===== config.mk =====
export PLATFORM = sky130hd
export DESIGN_NAME = control_sequencer
export DESIGN_NICKNAME = d
export VERILOG_FILES = /design/src/rtl/control_sequencer.sv
export SDC_FILE = /design/constraint.sdc
export NUM_CORES = 1
export LEC_CHECK = 0
export ABC_CLOCK_PERIOD_IN_PS = 1510
export BUFFER_PORTS_ARGS = -buffer_cell sky130_fd_sc_hd__buf_4
export CAP_MARGIN = 20
export CORE_AREA = 2 2 39 41
export CTS_BUF_LIST = sky130_fd_sc_hd__clkbuf_8
export DETAILED_ROUTE_END_ITERATION = 12
export DIE_AREA = 0 0 41 43
export HOLD_SLACK_MARGIN = 0.03
export PLACE_DENSITY_LB_ADDON = 0.3
export SYNTH_ARGS = -nofsm -noshare
export SYNTH_HDL_FRONTEND = slang
export SYNTH_SLANG_ARGS = --single-unit

===== constraint.sdc =====
create_clock -name clock -period 1.51 [get_ports clock]
set_input_delay 0.151 -clock clock [delete_from_list [all_inputs] [get_ports clock]]
set_output_delay 0.151 -clock clock [all_outputs]
set_load 0.05 [all_outputs]

===== src/rtl/control_sequencer.sv =====
// control_sequencer: timing-and-control unit of the SAP CPU.
// A single state register steps through fetch (T1-T3) and execute (T4-T6);
// every bus strobe is a combinational decode of the current state and opcode.
module control_sequencer #(
    parameter bit EARLY_END = 1'b1
) (
    input  logic       clock,
    input  logic       reset,
    input  logic       run,
    input  logic [3:0] opcode,
    output logic       pc_out,
    output logic       pc_inc,
    output logic       jump,
    output logic       mar_in,
    output logic       ram_out,
    output logic       ir_in,
    output logic       ir_out,
    output logic       a_in,
    output logic       a_out,
    output logic       b_in,
    output logic       alu_out,
    output logic       sub,
    output logic       out_in,
    output logic       halt,
    output logic [2:0] tstate
);

    // State encoding doubles as the tstate debug value.
    localparam logic [2:0] S_IDLE = 3'd0;
    localparam logic [2:0] S_T1   = 3'd1;
    localparam logic [2:0] S_T2   = 3'd2;
    localparam logic [2:0] S_T3   = 3'd3;
    localparam logic [2:0] S_T4   = 3'd4;
    localparam logic [2:0] S_T5   = 3'd5;
    localparam logic [2:0] S_T6   = 3'd6;
    localparam logic [2:0] S_HALT = 3'd7;

    localparam logic [3:0] OP_LDA = 4'b0000;
    localparam logic [3:0] OP_ADD = 4'b0001;
    localparam logic [3:0] OP_SUB = 4'b0010;
    localparam logic [3:0] OP_JMP = 4'b0011;
    localparam logic [3:0] OP_OUT = 4'b1110;
    localparam logic [3:0] OP_HLT = 4'b1111;

    logic [2:0] state_q;
    logic [2:0] state_d;
    logic       one_step_exec;

    // Instructions whose execute phase is finished after T4 (JMP, OUT, NOPs).
    assign one_step_exec = (opcode != OP_LDA) && (opcode != OP_ADD) &&
                           (opcode != OP_SUB) && (opcode != OP_HLT);

    // State register: reset wins over everything, including HALT.
    always_ff @(posedge clock) begin
        if (reset) begin
            state_q <= S_IDLE;
        end else begin
            state_q <= state_d;
        end
    end

    // Next-state decode; run=0 freezes every state, HALT is absorbing.
    always_comb begin
        state_d = state_q;
        case (state_q)
            S_IDLE: if (run) state_d = S_T1;
            S_T1:   if (run) state_d = S_T2;
            S_T2:   if (run) state_d = S_T3;
            S_T3:   if (run) state_d = S_T4;
            S_T4: begin
                if (run) begin
                    if (opcode == OP_HLT) begin
                        state_d = S_HALT;
                    end else if (EARLY_END && one_step_exec) begin
                        state_d = S_T1;
                    end else begin
                        state_d = S_T5;
                    end
                end
            end
            S_T5: begin
                if (run) begin
                    if (EARLY_END && (opcode == OP_LDA)) begin
                        state_d = S_T1;
                    end else begin
                        state_d = S_T6;
                    end
                end
            end
            S_T6:   if (run) state_d = S_T1;
            S_HALT: state_d = S_HALT;
            default: state_d = S_IDLE;
        endcase
    end

    // Strobe decode from {state, opcode}; only one bus driver per state.
    always_comb begin
        pc_out  = 1'b0;
        pc_inc  = 1'b0;
        jump    = 1'b0;
        mar_in  = 1'b0;
        ram_out = 1'b0;
        ir_in   = 1'b0;
        ir_out  = 1'b0;
        a_in    = 1'b0;
        a_out   = 1'b0;
        b_in    = 1'b0;
        alu_out = 1'b0;
        sub     = 1'b0;
        out_in  = 1'b0;
        halt    = 1'b0;
        case (state_q)
            S_T1: begin
                pc_out = 1'b1;
                mar_in = 1'b1;
            end
            S_T2: pc_inc = 1'b1;
            S_T3: begin
                ram_out = 1'b1;
                ir_in   = 1'b1;
            end
            S_T4: begin
                case (opcode)
                    OP_LDA, OP_ADD, OP_SUB: begin
                        ir_out = 1'b1;
                        mar_in = 1'b1;
                    end
                    OP_JMP: begin
                        ir_out = 1'b1;
                        jump   = 1'b1;
                    end
                    OP_OUT: begin
                        a_out  = 1'b1;
                        out_in = 1'b1;
                    end
                    default: ;
                endcase
            end
            S_T5: begin
                case (opcode)
                    OP_LDA: begin
                        ram_out = 1'b1;
                        a_in    = 1'b1;
                    end
                    OP_ADD, OP_SUB: begin
                        ram_out = 1'b1;
                        b_in    = 1'b1;
                        sub     = (opcode == OP_SUB);
                    end
                    default: ;
                endcase
            end
            S_T6: begin
                if ((opcode == OP_ADD) || (opcode == OP_SUB)) begin
                    alu_out = 1'b1;
                    a_in    = 1'b1;
                    sub     = (opcode == OP_SUB);
                end
            end
            S_HALT: halt = 1'b1;
            default: ;
        endcase
    end

    assign tstate = state_q;

endmodule


==> out/results.txt <==
outcome - complete, but fails checks
failing checks - setup timing
Chip Width - 41 µm
FF+latch count, synth - 3
most used cell, CP - buf_6
Final Setup Violations - 7
Die Y - 43 µm
mapped cell area - 356.6 µm²
simple-gate portion of the synthesized area - 0.4351
Clk pin slew, worst setup/hold paths - 0.03 ns
HP Class - in -> reg
Synth Area in XOR/XNOR - 0.02456
Routed WL - 1353 µm
CTS Sinks - 3
GRT Total Usage - 0.1657
worst rel slew slack - 0.6673
main combinational cell family by area after synthesis - simple AND/OR/NAND/NOR gates
clk_lat worst skew - 0.21 ns
met2 wire length - 801 µm
largest net degree at the start of global routing - 10
CTS max path bufs - 2
PortBufs - 23
RSZ-0062 raised after global routing - true
Cells after Synth - 50
Avg Vias per Cell - 5.040
IR drop worst, VDD - 0.6317 mV
syn_nets - 57
diodes inserted - 0
Achievable Freq - 622.4 MHz
crit path max fanout - 4
post-synthesis mux area share - 0
TritonRoute pass-1 iters - 3
complex-gate fraction of the synthesized area - 0.2947
PnR worst setup slack - -0.09662 ns
CTS Hold Buffers Added - 0
count of cell types in the netlist - 28
ANT nets after route - 0
syn avg cell area - 7.132 µm²
clock root buffer - clkbuf_8
number of flops mapped to enable cells by yosys - 0
Slew Limit Fails - 0
Filler cells - 127
final worst-path cycle share - 1.064
uppermost layer routed - met3
slowest stage delay, CP - 0.43 ns
# DRC - 0
post-layout min period - 1.607 ns
P&R area growth vs syn - 139.6%
Placeable Area - 1384 µm²
CP startpoint kind - flop
Final Core Density - 0.6175
Max Cap Viol - 0
die outline area - 1763 µm²
asr flop ratio synth - 0
Final Cell Area - 854.6 µm²
placement row count - 14
Adder-Cell Fraction of Synth Area - 0
Ports - 24
worst slew pin tran - 0.4944 ns
CTS tree - done
post-DP HPWL - 1075 µm
Synth Warn # - 0
critical path arrival - 1.46 ns
max reg flops - 3
final RePlAce weighted congestion - 0.7555
number of global-route vias before repair - 462
Final nets - 92
most instantiated cells after synthesis - nand2_1, nor2_1, dfxtp_1, nor3_1, o21bai_1
total gr overflow - 0
initial antenna violation count - 0
Synth Flop Type - dfxtp_1
Crit. End Element - output port
Vias - 504
top post-synthesis cells by area - dfxtp_1, o21bai_1, nor3_2
post-synth top area share - 0.1684
DR iter-0 viols - 4
Starting Density - 0.2577
P_leak - 0.3759 nW
Num CTS Buffers - 3
skew final - 0.001690 ns
worst setup path class - reg -> out
first-pass GRT wire length - 2007 µm
WP data required - 1.36 ns
wire per inst - 13.53 µm
share of layout cells above drive strength 1 - 0.7262
biggest area consumer among synthesized cells - dfxtp_1
Crit-path slowest cell - or3b_4
Post-DP Area - 703.2 µm²
routed length on met3 - 59 µm
sequential-to-total area share from yosys stat - 0.1684
Hold Vio Cnt, Final - 0
Pwr Total - 0.0005427 W
crit path cell chain - or3b_4, buf_6, nor3_4, buf_6
CTS H-tree depth - 1
PwrDens - 635.1 nW/µm²
DRT met1 WL - 492 µm
[layout by cell type (no fill, tap or decap), drive strengths merged]
cell	instances
inv	3
clkbuf	3
or3b	1
dfxtp	3
nand2	5
o21bai	3
o21ai	1
o22ai	1
or3	1
a21o	1
a211oi	2
a21oi	2
nor4	2
a21bo	1
buf	34
nor3	5
nor2	5
nand4b	1
nand3b	1
or2b	1
xnor2	1
a31oi	2
and3	1
nand2b	3
o32ai	1
[through the flow]
stage          TNS (ns)  worst slack (ns)  hold WS, ns  std cells
6_report        -0.4493          -0.09662       0.1095        100
5_1_grt         -0.8874           -0.1613       0.1167        100
4_1_cts         -0.4918           -0.1055       0.1100         98
3_5_place_dp          0           0.05538       0.3269         92
3_3_place_gp          0           0.07675       0.3289         92
2_1_floorplan    -1.427           -0.3433       0.2114         50
[repair_timing]
action	CTS	global route
endpoints found under the hold margin	0	0
resized for setup	12	6
setup endpoints to repair	8	10
pin swaps	2	4
buffers inserted	2	3
[report_power, final]
group | switching [W] | leakage (nW) | internal (W)
clock network | 0.0000501 | 0.0269 | 0.000173
registers | 0.00000559 | 0.0267 | 0.0000845
logic | 0.000139 | 0.322 | 0.0000908
total | 0.000195 | 0.376 | 0.000348
[path summary, 6_finish.rpt]
check         endpoint  slack (ns)  cells past startpoint      start
max             out_in        -0.1                      4  tstate[0]
min          tstate[1]        0.11                      2      reset
min reg2reg  tstate[0]        0.63                      2  tstate[0]
max reg2reg  tstate[2]        0.03                      5  tstate[0]
[layout make-up]
| type | count | area, µm² | area share |
|---|---|---|---|
| timing repair buffer | 34 | 304.0 | 0.3558 |
| multi-input combinational | 41 | 406.6 | 0.4758 |
| sequential | 3 | 71.32 | 0.08346 |
| clock inverter | 1 | 3.754 | 0.004392 |
| clock buffer | 3 | 41.29 | 0.04832 |
| inverter | 2 | 7.507 | 0.008785 |
| tap | 16 | 20.02 | 0.02343 |
[critical path: cells and delay by family (launching register included)]
family        cells  cell delay [ns]
simple gates      2             0.58
buf+inv           2             0.34
flops             1             0.34
[cells by family after synthesis]
logic type	count (synthesis)
flip-flops	3
AND/OR/NAND/NOR	26
AO/OA/AOI/OAI	14
XOR/XNOR	1
buffers and inverters	6
[metal layers]
layer / vias to the layer above / global-route usage
met4: 0 / 0.04000
met3: 0 / 0.01571
met5: - / 0
li1: 252 / -
met1: 238 / 0.1640
met2: 14 / 0.3281
Power figures use the tool's default switching activity.
